`config.mk`:
```
export PLATFORM = sky130hd
export DESIGN_NAME = alu
export DESIGN_NICKNAME = d
export VERILOG_FILES = /design/src/rtl/alu_pkg.sv /design/src/rtl/alu_serial_shifter.sv /design/src/rtl/alu.sv
export SDC_FILE = /design/constraint.sdc
export NUM_CORES = 1
export LEC_CHECK = 0
export ABC_AREA = 1
export CORE_UTILIZATION = 25
export CTS_BUF_LIST = sky130_fd_sc_hd__clkbuf_16
export DETAILED_ROUTE_END_ITERATION = 8
export PLACE_DENSITY_LB_ADDON = 0.1
export SLEW_MARGIN = 20
export SYNTH_ARGS = -nofsm -noshare
export SYNTH_HDL_FRONTEND = slang
export SYNTH_SLANG_ARGS = --single-unit
```
`constraint.sdc`:
```
create_clock -name clk_i -period 4.5 [get_ports clk_i]
set_clock_uncertainty 0.15 [all_clocks]
set_input_delay 0.9 -clock clk_i [delete_from_list [all_inputs] [get_ports clk_i]]
set_output_delay 0.9 -clock clk_i [all_outputs]
set_load 0.01 [all_outputs]
```
`src/rtl/alu_pkg.sv`:
```
// Shared constants and helpers for the multi-cycle RV32I integer ALU.
package alu_pkg;

  localparam int unsigned XLEN    = 32;
  localparam int unsigned SHAMT_W = 5;

  localparam logic [2:0] F3_ADD  = 3'b000;
  localparam logic [2:0] F3_SLL  = 3'b001;
  localparam logic [2:0] F3_SLT  = 3'b010;
  localparam logic [2:0] F3_SLTU = 3'b011;
  localparam logic [2:0] F3_XOR  = 3'b100;
  localparam logic [2:0] F3_SR   = 3'b101;
  localparam logic [2:0] F3_OR   = 3'b110;
  localparam logic [2:0] F3_AND  = 3'b111;

  // Operations that go through the serial shifter.
  function automatic logic is_shift_op(input logic [2:0] funct3);
    return (funct3 == F3_SLL) || (funct3 == F3_SR);
  endfunction

endpackage

```
`src/rtl/alu_serial_shifter.sv`:
```
// One-bit-per-cycle shifter: accumulator, remaining count and busy flag.
// A load with shamt=0 simply clears busy, which lets the top cancel a shift.
module alu_serial_shifter #(
  parameter int unsigned WIDTH = 32,
  parameter int unsigned CNT_W = 5
) (
  input  logic             clk_i,
  input  logic             rst_i,
  input  logic             load_i,
  input  logic             dir_i,      // 0 = left, 1 = right
  input  logic             arith_i,    // right shifts replicate the MSB
  input  logic [WIDTH-1:0] data_in_i,
  input  logic [CNT_W-1:0] shamt_i,
  output logic             busy_o,
  output logic [WIDTH-1:0] result_o,
  output logic             finish_o
);

  logic [WIDTH-1:0] acc_q, acc_d, shifted;
  logic [CNT_W-1:0] cnt_q, cnt_d;
  logic             busy_q, busy_d;

  // Single-step shift of the accumulator and next-state selection.
  always_comb begin
    shifted = dir_i ? {arith_i & acc_q[WIDTH-1], acc_q[WIDTH-1:1]}
                    : {acc_q[WIDTH-2:0], 1'b0};
    acc_d   = acc_q;
    cnt_d   = cnt_q;
    busy_d  = busy_q;
    if (load_i) begin
      acc_d  = data_in_i;
      cnt_d  = shamt_i;
      busy_d = (shamt_i != '0);
    end else if (busy_q) begin
      acc_d = shifted;
      cnt_d = cnt_q - CNT_W'(1);
      if (cnt_q == CNT_W'(1)) busy_d = 1'b0;
    end
  end

  // Shifter state registers with synchronous reset.
  always_ff @(posedge clk_i) begin
    if (rst_i) begin
      acc_q  <= '0;
      cnt_q  <= '0;
      busy_q <= 1'b0;
    end else begin
      acc_q  <= acc_d;
      cnt_q  <= cnt_d;
      busy_q <= busy_d;
    end
  end

  assign busy_o   = busy_q;
  assign result_o = shifted;
  assign finish_o = busy_q && !load_i && (cnt_q == CNT_W'(1));

endmodule

```
`src/rtl/alu.sv`:
```
// Multi-cycle RV32I ALU: single-cycle logic/arith/compare, serial shifts.
// Any change of the input bundle restarts the operation.
module alu
  import alu_pkg::*;
(
  input  logic            clk_i,
  input  logic            rst_i,
  input  logic [XLEN-1:0] aluArg1_i,
  input  logic [XLEN-1:0] aluArg2_i,
  input  logic [2:0]      funct3_i,
  input  logic            subSr_i,
  output logic [XLEN-1:0] aluRes_o,
  output logic            done_o
);

  localparam int unsigned SNAP_W = 2 * XLEN + 4;

  logic [SNAP_W-1:0]  cur_in, snap_q, snap_d;
  logic               valid_q, valid_d;
  logic [XLEN-1:0]    res_q, res_d;
  logic               done_q, done_d;
  logic               start, shift_op;
  logic [SHAMT_W-1:0] shamt;
  logic [XLEN-1:0]    op_res;
  logic               sh_busy, sh_finish;
  logic [XLEN-1:0]    sh_result;

  assign cur_in   = {aluArg1_i, aluArg2_i, funct3_i, subSr_i};
  assign start    = !valid_q || (cur_in != snap_q);
  assign shift_op = is_shift_op(funct3_i);
  assign shamt    = aluArg2_i[SHAMT_W-1:0];

  // Single-cycle result; shifts report operand A here (the shamt=0 case).
  always_comb begin
    op_res = '0;
    unique case (funct3_i)
      F3_ADD:  op_res = subSr_i ? (aluArg1_i - aluArg2_i) : (aluArg1_i + aluArg2_i);
      F3_SLT:  op_res[0] = ($signed(aluArg1_i) < $signed(aluArg2_i));
      F3_SLTU: op_res[0] = (aluArg1_i < aluArg2_i);
      F3_XOR:  op_res = aluArg1_i ^ aluArg2_i;
      F3_OR:   op_res = aluArg1_i | aluArg2_i;
      F3_AND:  op_res = aluArg1_i & aluArg2_i;
      default: op_res = aluArg1_i;
    endcase
  end

  // Non-shift ops load shamt=0 so any shift in flight is cancelled.
  alu_serial_shifter #(
    .WIDTH (XLEN),
    .CNT_W (SHAMT_W)
  ) u_shifter (
    .clk_i     (clk_i),
    .rst_i     (rst_i),
    .load_i    (start),
    .dir_i     (funct3_i == F3_SR),
    .arith_i   (subSr_i),
    .data_in_i (aluArg1_i),
    .shamt_i   (shift_op ? shamt : '0),
    .busy_o    (sh_busy),
    .result_o  (sh_result),
    .finish_o  (sh_finish)
  );

  // Snapshot compare, start handling and result/done next state.
  always_comb begin
    snap_d  = snap_q;
    valid_d = valid_q;
    res_d   = res_q;
    done_d  = done_q;
    if (start) begin
      snap_d  = cur_in;
      valid_d = 1'b1;
      if (shift_op && (shamt != '0)) begin
        done_d = 1'b0;
      end else begin
        res_d  = op_res;
        done_d = 1'b1;
      end
    end else if (sh_finish) begin
      res_d  = sh_result;
      done_d = 1'b1;
    end
  end

  // Output and snapshot registers with synchronous reset.
  always_ff @(posedge clk_i) begin
    if (rst_i) begin
      snap_q  <= '0;
      valid_q <= 1'b0;
      res_q   <= '0;
      done_q  <= 1'b0;
    end else begin
      snap_q  <= snap_d;
      valid_q <= valid_d;
      res_q   <= res_d;
      done_q  <= done_d;
    end
  end

  assign aluRes_o = res_q;
  assign done_o   = done_q;

endmodule

```
### Word level (Yosys, flattened, before mapping)

Cells that the tools add are included.

| operators by class | value |
|---|---|
| $add $sub $neg | 3 |
| order comparisons | 2 |
| equal/unequal tests | 10 |
| muxes and demuxes | 18 |
| bitwise gates (word level) | 4 |
| reduce and logical (&&, ||, !) cells | 14 |

Operators with widths:

| kind | count |
|---|---|
| $mux 32 | 7 |
| $pmux 31 s5 | 1 |
| $ne 68x68->1 | 1 |
| $lt 32x32->1 | 2 |
| $add 32x32->32 | 1 |
| $and 32x32->32 | 1 |
| $or 32x32->32 | 1 |
| $sub 32x32->32 | 1 |
| $xor 32x32->32 | 1 |
| $mux 5 | 3 |
| $eq 3x3->1 const B | 4 |
| $reduce_bool 5->1 | 2 |
| $eq 3x2->1 const B | 2 |
| $mux 1 | 6 |
| $pmux 1 s6 | 1 |
| $eq 5x1->1 const B | 1 |
| $sub 5x1->5 const B | 1 |
| $reduce_bool 2->1 | 2 |
| $eq 3x1->1 const B | 1 |
| $logic_and 1x1->1 | 3 |
| $logic_not 3->1 | 1 |
| $logic_not 1->1 | 2 |
| $logic_or 1x1->1 | 2 |
| $ne 2x2->1 const B | 1 |
| other kinds (3) | 3 |

| word-level totals | value |
|---|---|
| bits in registers | 140 |
| output and inout bits | 33 |
| word-level logic and storage cells | 58 |

### Depth between registers and ports, before layout

Gate-level depths: netlist (run 1).

| depth | value |
|---|---|
| depth after elaboration | 7 |
| depth in mapped cells | 19 |
| gate-level depth less buffers | 18 |

### Modules after synthesis

A second synthesis (run 1) with hierarchy kept.

| second synthesis, totals | value |
|---|---|
| cell total of the unflattened synthesis | 2508 |
| area total of the unflattened synthesis | 13756.9 um2 |

By module, submodules not included:

| module | instances | cells an instance | area each (um2) | seq. area each (um2) |
|---|---|---|---|---|
| alu | 1 | 2176 | 11646.2 | 2042.0 |
| alu_serial_shifter | 1 | 332 | 2110.8 | 760.7 |

### Worst setup path before layout (run 1)

Ideal clock, no wire load.

| timing path | value |
|---|---|
| kind | input -> register |
| from | input aluArg2_i[2] |
| to | register res_q[5], in the netlist aluRes_o[5] |
| library setup time | 0.122 ns |
| arrival time | 2.560 ns |
| required time | 4.228 ns |
| path slack | 1.669 ns |
| stages | 15 |
| path buffers | 1 |
| path through | inv_1 ha_1 clkbuf_1 inv_1 nand2_1 nand2_1 nand2_1 nand3_1 nand2_1 o21ai_0 or2_2 nand3_1 nand2_1 o21ai_0 a21oi_1 |

| between the ends | value |
|---|---|
| word-level cells in the longest chain between the ends | 7 |
| elaborated cells between the ends (all ways) | 16 |
| those cells by class | add/sub (2); eq/ne (2); mux (4); reduce/logical (8) |

Ends and longest elaborated chain:

| item | RTL line | RTL |
|---|---|---|
| start: declaration | alu.sv:9 | `input logic [XLEN-1:0] aluArg2_i,` |
| parallel branches: the longest is 7 deep, another holds $add 32x32->32 | - |  |
| end signal: assignment | alu.sv:95 | `res_q <= res_d;` |
| end: declaration | alu.sv:20 | `logic [XLEN-1:0] res_q, res_d;` |

Parallel ways; which one is timed is not known. The select of a mux whose other input is x is not followed.
A chain may end at the register's enable or synchronous reset.

### Final worst setup path (run 1)

| timing path | value |
|---|---|
| from | input aluArg1_i[22] |
| to | register res_q[23], in the netlist aluRes_o[23] |

| between the ends | value |
|---|---|
| word-level cells in the longest chain between the ends | 7 |
| elaborated cells between the ends (all ways) | 14 |
| those cells by class | add/sub (2); eq/ne (2); mux (4); reduce/logical (6) |

Ends and longest elaborated chain:

| item | RTL line | RTL |
|---|---|---|
| start: declaration | alu.sv:8 | `input logic [XLEN-1:0] aluArg1_i,` |
| parallel branches: the longest is 7 deep, another holds $add 32x32->32 | - |  |

Parallel ways; which one is timed is not known. The select of a mux whose other input is x is not followed.

==> results.md, run 1 <==
* Maximum fanout along the worst path at 9
* Min cycle time layout at 3920 ps
* Total track usage at 0.245
* Hold Fails Final Rpt at 0
* First-pass GRT wire length at 99.4 mm
* Synthesized area at 13,600 um2
* Layout cell share with drive strength beyond 1 at 0.0667
* Fmax achieved at 255 MHz
* Tightest Pin Transition at 794 ps
* Crit path max-delay cell type: clkdlybuf4s50_1
* Distinct cells, synth at 42
* Final period util at 0.872
* Vias in the first global route at 14,700
* Worst path required time at 4690 ps
* Worst path buffer plus inverter count at 2
* Overflow after GRT at 0
* DRC at 0
* DIE AREA at 55,200 um2
* Leak at 0.00837 uW
* Largest cells by area after synthesis: nand2_1, dfxtp_1, inv_1
* Status: finished, final reports clean
* Initial antenna violation count at 0
* Clock-pin slew on the worst setup and hold paths at 60 ps
* Core area at 53,100 um2
* Most frequent cells in the layout: nand2_1, inv_1, nor2_1, a21oi_1, dfxtp_1
* Max clock buf depth at 2
* Int Power at 2720 uW
* Power share of the combinational group at 0.336
* Crit Path Class: primary input to flip-flop
* Post-DR wirelength/cell at 20.8 um
* Worst Setup Slack, final at 576 ps
* Register area share after synthesis at 0.207
* Vias post-DR at 15,700
* Hold crit path type: flip-flop to flip-flop
* Initial core utilization at 0.255
* Top-area cell type share of the netlist area at 0.228
* Worst-path cell chain: clkdlybuf4s50_1, inv_1, ha_1, nand2_1, nor3_1, nand3_1, nand3_1, nand2_1, nand2_1, nand2_1, nand3_1, nand2_1, nand2_1, a21oi_1
* Layout Area Growth over Synthesis at 21.2%
* Largest net degree at the start of global routing at 63
* RSZ-0062 raised after global routing: false
* CTS Sinks at 140
* Hold bufs inserted after CTS at 0
* Crit path capture: aluRes_o[23]
* Final WL at 68.3 mm
* Vias per cell at 4.78
* Gates resized, CTS repair at 0
* Crit-path leading delay family: simple AND/OR/NAND/NOR gates
* Switching Share at 0.378
* Worst slack, placed at 158 ps
* Chip Width at 235 um
* Worst R2R Start: snap_q[23]
* Power share of the clock group at 0.352
* Seq cells post-synth at 140
* Average footprint of a synthesized cell at 5.53 um2
* Drt initial violations at 1,543
* CP dominant cell by count: nand2_1
* Site Rows at 84
* Commonest non-fill, non-tap cell in the layout: nand2_1
* CP Launch Point: aluArg1_i[22]
* Slew Viols, Final at 0
* CP max stage delay at 700 ps
* CTS tree: done
* GPL Wtd Cong at 0.969
* Total negative slack at 0 ps
* RR Endpoint: aluRes_o[21]
* R2R cell count at 15
* Root buffer cell: clkbuf_16
* R2r setup slk at 1390 ps
* Final #Nets at 2,750
* Synthesized Nets at 2,623
* DRT antenna net count at 0
* Final setup viols at 0
* IO Pins at 103
* Max VDD drop at 303 uV
* Largest area contributor in the netlist: nand2_1
* Cts bufs inserted at 17
* Reg power frac at 0.313
* Post-CTS Setup Repair Bufs at 0
* Max_cap viols at 0
* Pwr Density at 266 nW/um2
* Crit path DAT at 4120 ps
* CP Launch Type: primary input
* Crit. End Element: flip-flop
* Clock H-tree levels at 4
* Yosys warns at 0
* Max-slew headroom at 0.470
* Die height at 235 um
* Cells after Synth at 2,453
* DP Wirelength at 56.5 mm
* Total power at 4370 uW
* Skew-Pair Late Insertion Delay at 460 ps
* DRT Pass-1 Iters at 7
* Port buffer count at 102
* Psw at 1650 uW
* Stages on the worst setup path at 14
==> tightest hold or removal path: stages (launching register included) <==
cell and delay [ps]:
dfxtp_1 310, nand2_1 60, a21oi_1 50
==> cell type report <==
class,count,area (um2)
Fill cell,6087,36600
Multi-Input combinational cell,1801,8780
Sequential cell,140,2800
Timing Repair Buffer,203,1810
Inverter,417,1570
Tap cell,688,861
Clock buffer,17,425
Clock inverter,15,180
Antenna cell,2,5.00
==> cell usage after synthesis <==
master,number
nand2b_1,1
nand3b_1,6
ha_1,98
nor2b_1,2
inv_1,405
nor2_1,282
nand3_4,1
buf_1,4
o21ai_0,112
o2111ai_1,1
o22ai_1,20
o221a_2,1
xor2_1,14
or2_0,1
buf_4,3
nor3_1,27
a211oi_1,8
o21ai_1,6
nand2_2,2
a221oi_1,11
o211ai_1,5
fa_1,2
nand2_4,1
nor2_4,2
buf_6,3
a21oi_1,151
clkbuf_1,68
nand2_1,822
inv_2,10
nand4_1,48
a21boi_0,2
dfxtp_1,140
buf_2,17
and2_1,12
nor4_1,1
clkinv_1,2
o21bai_1,8
a21oi_2,2
nand3_1,124
or2_2,19
xnor2_1,8
nor2_2,1
==> how the worst min path moves through the flow <==
stage / start / to / slack (ps) / depth (start not counted)
detailed placement: u_shifter.acc_q[2] / u_shifter.acc_q[2] / 310 / 2
finish: u_shifter.acc_q[31] / u_shifter.acc_q[31] / 320 / 2
global placement: u_shifter.acc_q[31] / u_shifter.acc_q[31] / 300 / 2
floorplan: u_shifter.cnt_q[1] / u_shifter.cnt_q[1] / 290 / 2
global route: u_shifter.acc_q[2] / u_shifter.acc_q[2] / 340 / 2
CTS: u_shifter.acc_q[2] / u_shifter.acc_q[2] / 320 / 2
==> layer usage <==
layer / wire [um] / vias up / global-route usage
met5: 0 / - / 0
met4: 1350 / 0 / 0.0596
met3: 3850 / 57 / 0.0287
met2: 30400 / 522 / 0.394
met1: 32700 / 7286 / 0.345
li1: - / 7843 / -
==> through the flow <==
stage                     instance area [um2]  instances  hold slack (ps)  utilization
after floorplan                         13600       2453              294            -
after global placement                  15800       3249              303        0.298
after detailed placement                15800       3249              307        0.298
after CTS                               16400       3281              318        0.309
after global routing                    16400       3281              344        0.309
final                                   16400       3283              317        0.310
==> logic make-up (layout without fill, tap and decap cells) <==
logic type	Yosys count	after routing	synth area share
other cells	0	2	0
xor+xnor	22	22	0.0142
simple gates	1352	1352	0.409
fa+ha+maj	100	100	0.0934
flops	140	140	0.207
buf+inv	512	652	0.146
compound gates	327	327	0.131
==> state kept, by name, summed over array words and instances, names as in the netlist <==
signal	cells
aluRes_o	32
done_o	1
snap_q	68
u_shifter.acc_q	32
u_shifter.busy_o	1
u_shifter.cnt_q	5
valid_q	1
==> power groups by stage <==
stage	registers [uW]	clock network (uW)	logic [uW]
after floorplan	1390	0	788
after CTS	1370	1560	1460
after global placement	1390	0	1460
after detailed placement	1390	0	1450
final	1370	1540	1470
after global routing	1370	1610	1610
Note: power is estimated with default switching activity, not from simulation.
==> inputs of run 2 (changes only) <==
--- a/config.mk
+++ b/config.mk
@@ -9,6 +9,7 @@
 export CORE_UTILIZATION = 25
 export CTS_BUF_LIST = sky130_fd_sc_hd__clkbuf_16
 export DETAILED_ROUTE_END_ITERATION = 8
+export GPL_ROUTABILITY_DRIVEN = 0
 export PLACE_DENSITY_LB_ADDON = 0.1
 export SLEW_MARGIN = 20
 export SYNTH_ARGS = -nofsm -noshare
==> run 2 against run 1 <==
  * Non-clock buffer count shrank 19
  * Hold slack is essentially flat
  * Clock-buffer cell count is the same
  * Core utilization shrank 0.53 points
  * Critical path type unchanged
  * Critical endpoint is now aluRes_o[11]
  * Largest power group is now combinational logic
==> results.md, run 2 (same netlist as run 1, synthesis figures left out) <==
* Post-DR wirelength/cell at 20.5 um (-1.3%)
* Leak at 0.00823 uW (-1.7%)
* Crit Path Class: primary input to flip-flop
* Largest net degree at the start of global routing at 63 (unchanged)
* Crit path DAT at 4570 ps (+450 ps)
* Status: finished, final reports clean
* Chip Width at 235 um (unchanged)
* Worst slack, placed at -190 ps (-348 ps)
* Die height at 235 um (unchanged)
* Initial antenna violation count at 2 (+2)
* Max reg flops at 68 (unchanged)
* DIE AREA at 55,200 um2 (unchanged)
* CP Launch Point: aluArg1_i[8]
* DRT Pass-1 Iters at 6 (-1)
* Gates resized, CTS repair at 0 (unchanged)
* Commonest non-fill, non-tap cell in the layout: nand2_1
* Layout Area Growth over Synthesis at 19.1%
* Worst path required time at 4720 ps (+30 ps)
* Cts bufs inserted at 17 (unchanged)
* R2R cell count at 11 (-4)
* CP dominant cell by count: nand2_1
* Total track usage at 0.239 (-0.00547)
* Vias in the first global route at 15,000 (+1.9%)
* Worst R2R Start: snap_q[8]
* CP max stage delay at 670 ps (-30 ps)
* CTS tree: done
* CP Launch Type: primary input
* Most frequent cells in the layout: nand2_1, inv_1, nor2_1, a21oi_1, dfxtp_1
* Initial core utilization at 0.255 (unchanged)
* Port buffer count at 102 (unchanged)
* Crit. End Element: flip-flop
* Hold Fails Final Rpt at 0 (unchanged)
* R2r setup slk at 1600 ps (+210 ps)
* DP Wirelength at 55.1 mm (-2.5%)
* Final period util at 0.965 (+0.0935)
* Crit path capture: aluRes_o[11]
* Slew Viols, Final at 0 (unchanged)
* Diodes inserted at 0 (-2)
* Final setup viols at 0 (unchanged)
* Total negative slack at 0 ps (unchanged)
* Vias per cell at 4.85 (+1.3%)
* Worst-path cell chain: clkdlybuf4s50_1, inv_1, ha_1, nand2_1, nand2_1, nand2_1, nand2_1, nand3b_1, or2_2, nand3_1, nand2_1, o21ai_0, nand3_1, a21oi_1
* IO Pins at 103 (unchanged)
* Site Rows at 84 (unchanged)
* FILL cells at 6,049 (-0.62%)
* Root buffer cell: clkbuf_16
* Layout cell share with drive strength beyond 1 at 0.0556 (-0.0111)
* Max clock buf depth at 2 (unchanged)
* Max VDD drop at 290 uV (-4.2%)
* Min cycle time layout at 4340 ps (+421 ps)
* Core area at 53,100 um2 (unchanged)
* Clock H-tree levels at 4 (unchanged)
* RSZ-0062 raised after global routing: false
* DRC at 0 (unchanged)
* RR Endpoint: aluRes_o[21]
* Tightest Pin Transition at 818 ps (+23.6 ps)
* Fmax achieved at 230 MHz (-9.7%)
* CTS Sinks at 140 (unchanged)
* Max-slew headroom at 0.455 (-0.0157)
* Pwr Density at 251 nW/um2 (-5.6%)
* Post-Layout Cell Count at 3,259 (-0.73%)
* Overflow after GRT at 0 (unchanged)
* Final #Nets at 2,731 (-0.69%)
* Cell total after placement at 3,230 (-0.58%)
* Core Util, Final at 0.304 (-0.00530)
* Hold bufs inserted after CTS at 0 (unchanged)
* Final WL at 66.9 mm (-2.0%)
* Vias post-DR at 15,800 (+0.54%)
* Skew-Pair Late Insertion Delay at 450 ps (about the same)
* Post-CTS Setup Repair Bufs at 0 (unchanged)
* Clock-pin slew on the worst setup and hold paths at 60 ps (about the same)
* Largest Register: snap_q
* Total power at 4050 uW (-7.2%)
* Max_cap viols at 0 (unchanged)
* Worst Setup Slack, final at 156 ps (-421 ps)
* Maximum fanout along the worst path at 9 (unchanged)
* DRT antenna net count at 0 (unchanged)
* First-pass GRT wire length at 98.3 mm (-1.1%)
* Crit path max-delay cell type: clkdlybuf4s50_1
* Hold crit path type: flip-flop to flip-flop
* Drt initial violations at 1,575 (+2.1%)
## run 2: critical path, delay by kind of cell
kind	cells	cell delay (ps)
AND/OR/NAND/NOR	9	1640
buffers and inverters	2	860
AO/OA/AOI/OAI	2	670
adder cells (fa/ha/maj)	1	480
## run 2: layout make-up
| type | count | area, um2 | share of cell area |
|---|---|---|---|
| multi-input cells | 1801 | 8780 | 0.544 |
| clock inverters | 12 | 46.3 | 0.00287 |
| clock buffers | 17 | 425 | 0.0263 |
| inverters | 417 | 1570 | 0.0969 |
| repair buffers | 184 | 1670 | 0.103 |
| well taps | 688 | 861 | 0.0533 |
| flip-flops and latches | 140 | 2800 | 0.174 |
## run 2: layer usage
layer,wire length (um),GRT usage
met5,19,0
met1,31600,0.339
met2,30100,0.389
met3,4150,0.0255
met4,1090,0.0498
## run 2: worst min-delay path by stage
| stage | startpoint | end | slack [ps] | cells after the start |
|---|---|---|---|---|
| CTS | u_shifter.acc_q[0] | u_shifter.acc_q[0] | 320 | 2 |
| finish | u_shifter.acc_q[31] | u_shifter.acc_q[31] | 320 | 2 |
| global placement | u_shifter.acc_q[2] | u_shifter.acc_q[2] | 310 | 2 |
| global route | u_shifter.acc_q[0] | u_shifter.acc_q[0] | 350 | 2 |
| floorplan | u_shifter.cnt_q[1] | u_shifter.cnt_q[1] | 290 | 2 |
| detailed placement | u_shifter.acc_q[0] | u_shifter.acc_q[0] | 310 | 2 |
## run 2: metrics by stage
stage / cell area, um2 / hold slack (ps)
after CTS: 16100 / 316
after floorplan: 13600 / 294
final: 16100 / 317
after detailed placement: 15700 / 306
after global placement: 15700 / 305
after global routing: 16100 / 347
## run 2: where the power goes
group / total, uW / switching, uW / internal (uW)
clock: 1230 / 562 / 669
sequential: 1370 / 48.9 / 1320
combinational: 1450 / 982 / 472
total: 4050 / 1590 / 2460
==> inputs of run 3 (changes only) <==
--- a/config.mk
+++ b/config.mk
@@ -6,6 +6,7 @@
 export NUM_CORES = 1
 export LEC_CHECK = 0
 export ABC_AREA = 1
+export CAP_MARGIN = 10
 export CORE_UTILIZATION = 25
 export CTS_BUF_LIST = sky130_fd_sc_hd__clkbuf_16
 export DETAILED_ROUTE_END_ITERATION = 8
==> results of run 3 <==
Same layout as run 2: the final DEF is identical, and so are final timing and power.
